--- config.mk ---
export PLATFORM = sky130hd
export DESIGN_NAME = mmio_uart_bridge
export DESIGN_NICKNAME = d
export VERILOG_FILES = /design/src/rtl/mmio_uart_bridge.sv
export SDC_FILE = /design/constraint.sdc
export NUM_CORES = 1
export LEC_CHECK = 0
export ABC_AREA = 1
export BUFFER_PORTS_ARGS = -buffer_cell sky130_fd_sc_hd__buf_2
export CAP_MARGIN = 30
export CORE_MARGIN = 2
export CORE_UTILIZATION = 42
export DETAILED_ROUTE_END_ITERATION = 16
export PLACE_DENSITY = 0.71
export RECOVER_POWER = 25
export SYNTH_ARGS = -nofsm -noshare
export SYNTH_HDL_FRONTEND = slang
export SYNTH_SLANG_ARGS = --single-unit
--- constraint.sdc ---
create_clock -name clk -period 2.2 [get_ports clk]
set_clock_uncertainty 0.05 [all_clocks]
set_input_delay 0.22 -clock clk [delete_from_list [all_inputs] [get_ports clk]]
set_output_delay 0.22 -clock clk [all_outputs]
set_load 0.02 [all_outputs]
--- src/rtl/mmio_uart_bridge.sv ---
// Data-side bus stage: RAM/MMIO decode with a memory-mapped UART transmitter.
// Optional CYCLE counter at offset 0xC is enabled by `MMIO_CYCLE_COUNTER_EN.
module mmio_uart_bridge #(
  parameter int         WIDTH        = 32,
  parameter int         FIFO_DEPTH   = 4,
  parameter int         BAUD_DIV_RST = 16,
  parameter logic [3:0] MMIO_NIBBLE  = 4'hF
) (
  input  logic             clk,
  input  logic             reset,
  input  logic             MemWrite,
  input  logic [WIDTH-1:0] DataAdr,
  input  logic [WIDTH-1:0] WriteData,
  output logic [WIDTH-1:0] ReadData,
  input  logic [WIDTH-1:0] RamReadData,
  output logic             RamWrite,
  output logic             UartTx
);

  localparam int AW = $clog2(FIFO_DEPTH);
  localparam logic [AW:0] FULL_CNT = FIFO_DEPTH[AW:0];
  localparam logic [15:0] BAUD_RST = BAUD_DIV_RST[15:0];

  typedef enum logic [1:0] {IDLE, START, DATA, STOP} state_t;

  logic          mmio_sel;
  logic [1:0]    off;
  logic          wr_tx, wr_st, wr_bd;
  logic          full, empty, busy;
  logic          push, pop;
  logic          unused_bits;

  logic [7:0]    mem_q [FIFO_DEPTH];
  logic [AW-1:0] wp_q, rp_q;
  logic [AW:0]   count_q, count_d;
  logic          ovf_q, ovf_d;
  logic [15:0]   baud_q, baud_d;

  state_t        state_q;
  logic          tx_q;
  logic [7:0]    shift_q;
  logic [2:0]    bit_q;
  logic [15:0]   bcnt_q;

  logic [WIDTH-1:0] mmio_rd, cycle_rd;

  assign mmio_sel = DataAdr[WIDTH-1 -: 4] == MMIO_NIBBLE;
  assign off      = DataAdr[3:2];
  assign wr_tx    = MemWrite & mmio_sel & (off == 2'd0);
  assign wr_st    = MemWrite & mmio_sel & (off == 2'd1);
  assign wr_bd    = MemWrite & mmio_sel & (off == 2'd2);

  assign full  = count_q == FULL_CNT;
  assign empty = count_q == '0;
  assign busy  = state_q != IDLE;
  assign pop   = (state_q == IDLE) & ~empty;
  assign push  = wr_tx & ~full;

  assign RamWrite = MemWrite & ~mmio_sel;
  assign ReadData = mmio_sel ? mmio_rd : RamReadData;
  assign UartTx   = tx_q;

  assign unused_bits = ^{DataAdr[WIDTH-5:4], DataAdr[1:0],
                         WriteData[WIDTH-1:16]};

  always_comb begin
    count_d = count_q;
    unique case ({push, pop})
      2'b10:   count_d = count_q + 1'b1;
      2'b01:   count_d = count_q - 1'b1;
      default: count_d = count_q;
    endcase
    // Overflow judged on pre-edge fullness, even with a pop this edge
    ovf_d = ovf_q;
    if (wr_tx & full)
      ovf_d = 1'b1;
    else if (wr_st & WriteData[3])
      ovf_d = 1'b0;
    baud_d = baud_q;
    if (wr_bd)
      baud_d = (WriteData[15:0] == 16'd0) ? 16'd1 : WriteData[15:0];
  end

  always_ff @(posedge clk) begin
    if (push)
      mem_q[wp_q] <= WriteData[7:0];
  end

  always_ff @(posedge clk or posedge reset) begin
    if (reset) begin
      wp_q    <= '0;
      rp_q    <= '0;
      count_q <= '0;
      ovf_q   <= 1'b0;
      baud_q  <= BAUD_RST;
    end else begin
      if (push) wp_q <= wp_q + 1'b1;
      if (pop)  rp_q <= rp_q + 1'b1;
      count_q <= count_d;
      ovf_q   <= ovf_d;
      baud_q  <= baud_d;
    end
  end

  always_ff @(posedge clk or posedge reset) begin
    if (reset) begin
      state_q <= IDLE;
      tx_q    <= 1'b1;
      shift_q <= '0;
      bit_q   <= '0;
      bcnt_q  <= '0;
    end else begin
      unique case (state_q)
        IDLE: if (!empty) begin
          shift_q <= mem_q[rp_q];
          tx_q    <= 1'b0;
          bcnt_q  <= baud_q - 16'd1;
          state_q <= START;
        end
        START: if (bcnt_q == 16'd0) begin
          tx_q    <= shift_q[0];
          bit_q   <= '0;
          bcnt_q  <= baud_q - 16'd1;
          state_q <= DATA;
        end else begin
          bcnt_q <= bcnt_q - 16'd1;
        end
        DATA: if (bcnt_q == 16'd0) begin
          bcnt_q <= baud_q - 16'd1;
          if (bit_q == 3'd7) begin
            tx_q    <= 1'b1;
            state_q <= STOP;
          end else begin
            tx_q    <= shift_q[1];
            shift_q <= {1'b0, shift_q[7:1]};
            bit_q   <= bit_q + 1'b1;
          end
        end else begin
          bcnt_q <= bcnt_q - 16'd1;
        end
        STOP: if (bcnt_q == 16'd0) begin
          state_q <= IDLE;
        end else begin
          bcnt_q <= bcnt_q - 16'd1;
        end
        default: state_q <= IDLE;
      endcase
    end
  end

`ifdef MMIO_CYCLE_COUNTER_EN
  logic [WIDTH-1:0] cycle_q;
  always_ff @(posedge clk or posedge reset) begin
    if (reset) cycle_q <= '0;
    else       cycle_q <= cycle_q + 1'b1;
  end
  assign cycle_rd = cycle_q;
`else
  assign cycle_rd = '0;
`endif

  always_comb begin
    mmio_rd = '0;
    unique case (off)
      2'd0: mmio_rd = '0;
      2'd1: mmio_rd[3:0] = {ovf_q, busy, empty, full};
      2'd2: mmio_rd[15:0] = baud_q;
      2'd3: mmio_rd = cycle_rd;
      default: mmio_rd = '0;
    endcase
  end

endmodule
After elaboration in Yosys (flattened, before gate mapping)
Memory sizes are Yosys's and may differ from the RTL's.
Cells that the tools add are included.
{"block": "totals", "in_bits": 99, "ramBits": 32, "wordCells": 98, "output_inout_bits": 34, "mem_count": 1, "ff_bits": 54}
{"name": "mem_q", "depth": 4, "width": 8, "read_ports": 1, "rd_ports_with_merged_regs": 0, "write_ports": 1, "line": "33", "rtl": "logic [7:0] mem_q [FIFO_DEPTH];"}
{"block": "op_classes", "n_eq_ne": 18, "bitwise": 12, "n_reduce_logical": 18, "n_mux": 32, "n_addsub": 7}
{"operator": "16-bit 2-to-1 mux", "count": 4}
{"operator": "16-bit case mux with 3 select lines", "count": 1}
{"operator": "16-bit logical NOT", "count": 2}
{"operator": "32-bit 2-to-1 mux", "count": 1}
{"operator": "16-bit by 1-bit subtractor with 16-bit output (second input constant)", "count": 2}
{"operator": "8-bit 2-to-1 mux", "count": 3}
{"operator": "8-bit case mux with 2 select lines", "count": 1}
{"operator": "2-bit inequality test (second input constant)", "count": 7}
{"operator": "12-bit 2-to-1 mux", "count": 1}
{"operator": "3-bit case mux with 2 select lines", "count": 2}
{"operator": "4-bit case mux with 3 select lines", "count": 1}
{"operator": "4-bit AND reduction", "count": 3}
{"operator": "2-bit equality test (second input constant)", "count": 5}
{"operator": "2-bit 2-to-1 mux", "count": 5}
{"operator": "2-bit nonzero test", "count": 5}
{"operator": "1-bit bitwise AND", "count": 9}
{"operator": "3-bit 2-to-1 mux", "count": 3}
{"operator": "1-bit 2-to-1 mux", "count": 8}
{"operator": "2-bit case mux with 4 select lines", "count": 1}
{"operator": "3-bit by 1-bit adder with 3-bit output (second input constant)", "count": 2}
{"operator": "2-bit by 1-bit equality test with 1-bit output (second input constant)", "count": 3}
{"operator": "3-bit equality test (second input constant)", "count": 2}
{"operator": "5-bit AND reduction", "count": 1}
{"operator": "2-bit by 1-bit adder with 2-bit output (second input constant)", "count": 2}
{"operator": "other kinds (9)", "count": 13}

Depth between registers and ports, before layout
Gate-level depths: netlist (run 1).
{"block": "logic_depth", "word_depth": 6, "mapped_depth": 14, "ltp_nobuf": 13}

Worst setup path after synthesis (run 1)
OpenSTA, ideal clock, no wires.
{"block": "synth_path", "path_type": "register to register", "start": "register state_q[0]", "end": "register count_q[2]", "required_time_ns": 2.019, "setup_ns": 0.131, "arrival_ns": 2.120, "slack_ns": -0.101, "synth_period_minus_slack_ns": 2.301, "path_stages_with_launch": 13, "n_path_buf": 2, "cell_sequence": "dfrtp_1 > inv_1 > ha_1 > buf_2 > inv_1 > buf_6 > nor2_1 > ha_1 > inv_1 > fa_1 > a21oi_1 > o21ai_0 > xor2_1"}
{"block": "synth_between", "elab_chain_cells": 4, "word_cells_on_any_way": 6, "classes_between": "2 x eq/ne; 1 x mux; 1 x bitwise; 2 x reduce/logical"}
{"element": "start, declared", "line": "39", "rtl": "state_t state_q;"}
{"element": "start signal, assigned", "line": "107", "rtl": "state_q <= IDLE;"}
{"element": "start signal, assigned", "line": "118", "rtl": "state_q <= START;"}
{"element": "start signal, assigned", "line": "124", "rtl": "state_q <= DATA;"}
{"element": "2-bit logical NOT (*)", "line": "56", "rtl": "assign pop = (state_q == IDLE) & ~empty;"}
{"element": "1-bit bitwise AND (*)", "line": "56"}
{"element": "named net pop", "line": "30", "rtl": "logic push, pop;"}
{"element": "2-bit by 1-bit equality test with 1-bit output / 2-bit equality test (equally long branches)", "line": "68", "rtl": "unique case ({push, pop})"}
{"element": "3-bit case mux with 2 select lines / 2-bit nonzero test (equally long branches)"}
{"element": "end signal, assigned", "line": "99", "rtl": "count_q <= count_d;"}
{"element": "end, declared", "line": "35", "rtl": "logic [AW:0] count_q, count_d;"}
Mark *: on every way through the listed nets, which the timed path passes. The rest lies on a longest branch.
A chain may end at the register's enable or synchronous reset.

Worst setup path after layout (run 1)
{"block": "layout_path", "start": "register state_q[1]", "end": "register count_q[2]"}
Same word-level chain as after synthesis.

==> flow_metrics.env, run 1 <==
export IMPL_synth_area_um2=5250
export IMPL_synth_edf_count=32
export IMPL_ant_nets=0
export IMPL_die_x_um=116
export IMPL_cts_tree="yes"
export IMPL_rr_worst_depth=10
export IMPL_reg2reg_from="state_q[1]"
export IMPL_finalPower_mw=4.24
export IMPL_syn_inst=683
export IMPL_die_area_um2=13400
export IMPL_finalWeightedCongestion=0.863
export IMPL_grt_pass1_wl_um=20800
export IMPL_fp_coreArea_um2=12100
export IMPL_m1WireLength_um=5880
export IMPL_reg2reg_to="count_q[2]"
export IMPL_cp_slowest_cell="dfrtp_1"
export IMPL_synthesis_yosys_warnings=0
export IMPL_grt_overflow_total=0
export IMPL_maxSlewViolCount=0
export IMPL_fin_crit_ns=2.07
export IMPL_antenna_cells=0
export IMPL_clkTransAtPathRegs_ns=0.07
export IMPL_vias=4659
export IMPL_powerDensity_nw_per_um2=680
export IMPL_cap_viol_max_count=0
export IMPL_cts_sinks=86
export IMPL_end_kind="register"
export IMPL_grt_pass1_vias=4349
export IMPL_relSlewSlack=0.381
export IMPL_synth_top_cells_by_area="dfrtp_1 (25%), edfxtp_1 (18%), nand2_1 (14%)"
export IMPL_max_freq_mhz=483
export IMPL_synth_seq_area_share=0.441
export IMPL_cts_root_buf="clkbuf_16"
export IMPL_crit_arrival_ns=2.25
export IMPL_routed_via_density=4.88
export IMPL_placed_cell_area_um2=5940
export IMPL_h_tree_depth=3
export IMPL_setup_violations=0
export IMPL_drive_gt1_frac=0.192
export IMPL_area_growth_pct=18.8
export IMPL_startpoint="state_q[1]"
export IMPL_slowest_delay_ns=0.40
export IMPL_hold_viol=0
export IMPL_grt_max_degree=34
export IMPL_ir_drop_v=0.000414
export IMPL_dp_hpwl_um=9380
export IMPL_fin_nets=894
export IMPL_crit_top_cell="inv_1"
export IMPL_status="completed"
export IMPL_chipHeight_um=116
export IMPL_num_rows=40
export IMPL_cts_buffers=9
export IMPL_path_cells="inv_1 -> ha_2 -> inv_2 -> nor2_4 -> ha_1 -> inv_1 -> fa_1 -> a21oi_1 -> o21ai_0 -> xor2_1"
export IMPL_clock_latency_ns=0.35
export IMPL_synth_top_area_cell="dfrtp_1"
export IMPL_stdcell_area_um2=6240
export IMPL_worstPathMaxFanout=3
export IMPL_start_util=0.434
export IMPL_critical_path_class="reg -> reg"
export IMPL_cts_path_max_buffers=2
export IMPL_fin_util=0.515
export IMPL_critPathCapture="count_q[2]"
export IMPL_crit_required_ns=2.38
export IMPL_p_leak_nw=2.99
export IMPL_synth_top_cell_area_share=0.248
export IMPL_fin_crit_sh=0.940
export IMPL_hold_path_class="in -> reg"
export IMPL_antenna_found_initial=0
export IMPL_ioPinCount=133
export IMPL_grt_usage=0.197
export IMPL_holdWs_ns=0.0407
export IMPL_topRoutingLayerUsed="met4"
export IMPL_yosysUniqueCellTypes=45
export IMPL_firstDrtPassIters=5
export IMPL_r2r_setup_slack_ns=0.13
export IMPL_drt_iter0_markers=209
export IMPL_synthFlopType="dfrtp_1"
export IMPL_post_drt_wl_per_cell_um=13.2
export IMPL_drc=0
export IMPL_syn_nets=796
export IMPL_wl_um=12600
export IMPL_ys_ff_latch=86
export IMPL_avgSynthCellArea_um2=7.69
export IMPL_wl_met2_um=5920
export IMPL_io_buffers=90
export IMPL_cp_start_kind="register"
export IMPL_dr_wl_met3_um=582
export IMPL_tightest_slew_ns=0.928
export IMPL_synthArstFlopShare=0.628
-- repair_timing --
action	CTS	global route
hold endpoints to repair	20	0
buffers inserted	0	0
setup endpoints to repair	0	1
resized for setup	0	4
hold buffers	1	0
-- logic make-up after synthesis --
group	share of synthesized area
xor gates and xnor gates	0.0334
and+or+nand+nor	0.288
DFF	0.441
buffers and inverters	0.0901
adders and majority gates	0.0348
AOI/OAI and AO/OA	0.113
-- cells in the final DEF (no fill, tap or decap), types with 9 or more instances in the layout --
master	n
o31ai_1	11
clkbuf_16	9
ha_1	12
a21oi_1	9
inv_1	85
nand3_1	33
edfxtp_1	32
xor2_1	17
nor2_1	78
buf_4	14
o21ai_0	42
nand2_1	201
buf_2	82
nand4_1	9
dfrtp_1	52
-- layout make-up --
type                            instances  area [µm²]
Fill cell                            1195        5870
Multi-Input combinational cell        487        2480
Sequential cell                        86        2310
Timing Repair Buffer                  107         596
Inverter                               90         348
Clock buffer                            9         225
Tap cell                              168         210
Clock inverter                          7        62.6
-- state kept, by name (all words and copies together) (netlist names) --
signal   flops
mem_q       32
baud_q      16
bcnt_q      16
shift_q      8
bit_q        3
count_q      3
rp_q         2
state_q      2
wp_q         2
UartTx       1
ovf_q        1
-- worst min path at each step --
stage | start | to | slack [ns] | cells after the start
5_1_grt | WriteData[15] | baud_q[15] | 0.06 | 3
4_1_cts | WriteData[11] | baud_q[11] | 0.04 | 3
2_1_floorplan | WriteData[0] | mem_q[0][0] | 0.27 | 0
3_3_place_gp | reset | shift_q[2] | 0.24 | 2
3_5_place_dp | reset | shift_q[2] | 0.24 | 2
6_report | WriteData[11] | baud_q[11] | 0.04 | 3
-- metal layers --
metal / vias to the layer above / global-route usage
met5: - / 0
met4: 0 / 0.0571
met3: 15 / 0.0314
met2: 131 / 0.322
met1: 2107 / 0.272
li1: 2406 / -
-- through the flow --
| step | setup WS, ns | TNS, ns | instances |
|---|---|---|---|
| 3_5_place_dp | 0.152 | 0 | 937 |
| 6_report | 0.131 | 0 | 954 |
| 4_1_cts | 0.0849 | 0 | 954 |
| 3_3_place_gp | 0.167 | 0 | 937 |
| 5_1_grt | -0.000563 | -0.000563 | 954 |
| 2_1_floorplan | 0.0216 | 0 | 683 |
-- cells in the mapped netlist (4+ instances only) --
| cell type | instances |
|---|---|
| ha_1 | 13 |
| xor2_1 | 17 |
| or2_2 | 4 |
| dfrtp_1 | 52 |
| buf_6 | 4 |
| o21ai_0 | 42 |
| nor3_1 | 7 |
| o22ai_1 | 8 |
| inv_1 | 87 |
| nor2_2 | 8 |
| o211ai_1 | 8 |
| nor2_1 | 79 |
| o31ai_1 | 11 |
| o21ai_1 | 7 |
| nand3_1 | 33 |
| edfxtp_1 | 32 |
| nand2_2 | 5 |
| a21oi_1 | 9 |
| nand4_1 | 9 |
| buf_2 | 10 |
| nor4_1 | 4 |
| nand2_1 | 201 |
-- worst max-delay path: cells and delay by family, from the launching register on --
| family | cells | cell delay, ns |
|---|---|---|
| AO/OA/AOI/OAI | 2 | 0.26 |
| XOR/XNOR | 1 | 0.15 |
| adder cells (fa/ha/maj) | 3 | 0.72 |
| buffers and inverters | 3 | 0.23 |
| flip-flops | 1 | 0.40 |
| AND/OR/NAND/NOR | 1 | 0.13 |
-- power breakdown --
| group | internal [mW] | switching [mW] | total [mW] | leakage, nW |
|---|---|---|---|---|
| clock network | 0.796 | 0.705 | 1.50 | 0.145 |
| logic | 0.285 | 0.498 | 0.783 | 1.96 |
| registers | 1.80 | 0.156 | 1.96 | 0.889 |
No activity file was read; power rests on OpenSTA's default activity.
==> run 2, diff against run 1 <==
ABC_AREA = default   (was 1)
PLACE_DENSITY = 0.69   (was 0.71)
==> run 2 against run 1 <==
Compared with the run above:
- the flow now finishes with violations (setup timing)
- final area up 4.1%
- largest cell class unchanged
- die area down 8.6%
- non-clock buffer count up 68
- core utilization up 7.6 points
==> flow_metrics.env, run 2 <==
export IMPL_drt_iter0_markers=236
export IMPL_start_util=0.436
export IMPL_slowest_delay_ns=0.51
export IMPL_ioPinCount=133
export IMPL_antenna_cells=0
export IMPL_yosys_area_share_simple=0.195
export IMPL_hold_viol=0
export IMPL_area_growth_pct=35.8
export IMPL_worstPathMaxFanout=4
export IMPL_seqPwrFrac=0.281
export IMPL_finalWeightedCongestion=0.922
export IMPL_rsz0062_at_grt="true"
export IMPL_holdWs_ns=0.0689
export IMPL_synth_top_cell_area_share=0.272
export IMPL_cts_tree="yes"
export IMPL_crit_arrival_ns=2.45
export IMPL_fin_crit_ns=2.28
export IMPL_swShare=0.385
export IMPL_cp_start_kind="register"
export IMPL_synth_seq_area_share=0.484
export IMPL_grt_pass1_vias=4245
export IMPL_cts_buffers=9
export IMPL_max_freq_mhz=439
export IMPL_clock_latency_ns=0.35
export IMPL_yosysUniqueCellTypes=65
export IMPL_top_register="mem_q"
export IMPL_synth_edf_count=32
export IMPL_cts_sinks=86
export IMPL_syn_inst=446
export IMPL_wl_um=12600
export IMPL_synth_top_cells_by_area="dfrtp_1 (27%), edfxtp_1 (20%), mux2_2 (3.8%)"
export IMPL_finalWorstSetupSlack_ns=-0.0760
export IMPL_die_area_um2=12300
export IMPL_fin_crit_sh=1.03
export IMPL_syn_nets=559
export IMPL_synthArstFlopShare=0.628
export IMPL_top_regs="mem_q: 32 flops, baud_q: 16 flops, bcnt_q: 16 flops"
export IMPL_grt_usage=0.205
export IMPL_synthFlopType="dfrtp_1"
export IMPL_clkTransAtPathRegs_ns=0.07
export IMPL_pwr_share_clk=0.179
export IMPL_drc=0
export IMPL_ir_drop_v=0.000642
export IMPL_finalPower_mw=8.31
export IMPL_die_x_um=111
export IMPL_violations="setup timing"
export IMPL_powerDensity_nw_per_um2=1280
export IMPL_synth_fa_ha_area_frac=0.0382
export IMPL_h_tree_depth=3
export IMPL_ys_top_cells_by_count="dfrtp_1 (52), nand2_1 (46), edfxtp_1 (32)"
export IMPL_critical_path_class="reg -> reg"
export IMPL_ys_ff_latch=86
export IMPL_yosysMostFrequentCell="dfrtp_1"
export IMPL_power_frac_comb=0.540
export IMPL_p_sw_mw=3.19
export IMPL_cap_viol_max_count=0
export IMPL_synth_xor_area_frac=0.0348
export IMPL_antenna_found_initial=0
export IMPL_avgSynthCellArea_um2=10.7
export IMPL_crit_required_ns=2.38
export IMPL_routed_via_density=5.51
export IMPL_ant_nets=0
export IMPL_synth_top_area_cell="dfrtp_1"
export IMPL_grt_overflow_total=0
export IMPL_drive_gt1_frac=0.413
export IMPL_cp_slowest_cell="or4_4"
export IMPL_final_cell_mix="buf_2 (82), buf_4 (78), dfrtp_1 (52), nand2_1 (46), edfxtp_1 (32)"
export IMPL_synth_mux_area_frac=0.0921
export IMPL_chipHeight_um=111
export IMPL_relSlewSlack=0.462
export IMPL_status="finished with violations"
export IMPL_firstDrtPassIters=5
export IMPL_hold_path_class="in -> reg"
export IMPL_maxSlewViolCount=0
export IMPL_end_kind="register"
export IMPL_layout_commonest_cell="buf_2"
export IMPL_synth_area_um2=4780
export IMPL_grt_pass1_wl_um=20300
export IMPL_largest_register_ffs=32
export IMPL_fp_coreArea_um2=11000
export IMPL_synth_compound_area_share=0.123
export IMPL_intPower_mw=5.11
export IMPL_vias=4175
export IMPL_setup_violations=8
export IMPL_cts_root_buf="clkbuf_16"
export IMPL_fin_tns_setup_ns=-0.454
export IMPL_cts_path_max_buffers=2
export IMPL_tightest_slew_ns=0.807
export IMPL_num_rows=38
export IMPL_post_drt_wl_per_cell_um=16.7
export IMPL_synthesis_yosys_warnings=0
export IMPL_path_cells="ha_4 -> or4_4 -> o41ai_4 -> or2_4 -> o21ai_2 -> a221o_1"
export IMPL_synth_top_family_by_area="simple AND/OR/NAND/NOR gates"
export IMPL_dp_hpwl_um=9290
export IMPL_p_leak_nw=2.90
export IMPL_fin_nets=726
export IMPL_io_buffers=90
export IMPL_grt_max_degree=24
[run 2: cell type report]
cell class	instances	area [µm²]
fill	909	4490
multi-input combinational	321	2500
sequential	86	2310
timing repair buffer	175	1130
clock buffer	9	225
tap	140	175
inverter	20	75.1
clock inverter	7	68.8
[run 2: path summary, 6_finish.rpt]
path                                    start          to  slack (ns)  depth (start not counted)
worst max-delay path               state_q[0]   bcnt_q[8]       -0.08                          6
worst min-delay path            WriteData[13]  baud_q[13]        0.07                          2
worst max register to register     state_q[0]   bcnt_q[8]       -0.08                          6
worst min register to register     count_q[0]  count_q[0]        0.45                          1
max in group asynchronous               reset   baud_q[4]        0.74                          4
min in group asynchronous               reset    bit_q[1]        0.52                          3
[run 2: logic make-up after synthesis]
logic type	Yosys count
muxes	32
DFF	86
buffers and inverters	39
adders and majority gates	14
AOI/OAI and AO/OA	82
xor gates and xnor gates	19
and+or+nand+nor	174
[run 2: routing by layer]
metal / global-route usage / part of all wire / vias to the layer above
li1: - / - / 1984
met1: 0.265 / 0.42 / 2004
met2: 0.342 / 0.50 / 170
met3: 0.0323 / 0.059 / 17
met4: 0.0925 / 0.018 / 0
met5: 0 / 0 / -
[run 2: critical path: cells and delay by family (launching register included)]
kind	cells	cell delay, ns
adder cells (fa/ha/maj)	1	0.18
flip-flops	1	0.43
AND/OR/NAND/NOR	2	0.75
AO/OA/AOI/OAI	3	0.75
[run 2: repair_timing]
action | 4_1_cts | 5_1_grt
gates cloned | 0 | 1
resized for setup | 18 | 29
endpoints found under the setup margin | 27 | 30
pin swaps | 16 | 18
hold buffers | 1 | 0
setup buffers | 4 | 8
hold endpoints to repair | 18 | 0
[run 2: stage by stage]
stage           util  cells  setup slack [ns]  area (µm²)
3_3_place_gp   0.537    728           -0.0687        5900
3_5_place_dp   0.537    728            -0.100        5900
5_1_grt        0.592    758            -0.144        6500
4_1_cts        0.573    749           -0.0897        6290
6_report       0.592    758           -0.0760        6500
2_1_floorplan      -    446          -0.00643        4800
[run 2: power groups by stage]
stage	combinational [mW]	clock, mW	sequential, mW
2_1_floorplan	2.34	0	2.26
3_3_place_gp	3.74	0	2.32
3_5_place_dp	3.82	0	2.35
5_1_grt	4.85	1.59	2.38
6_report	4.49	1.49	2.33
4_1_cts	4.08	1.51	2.32
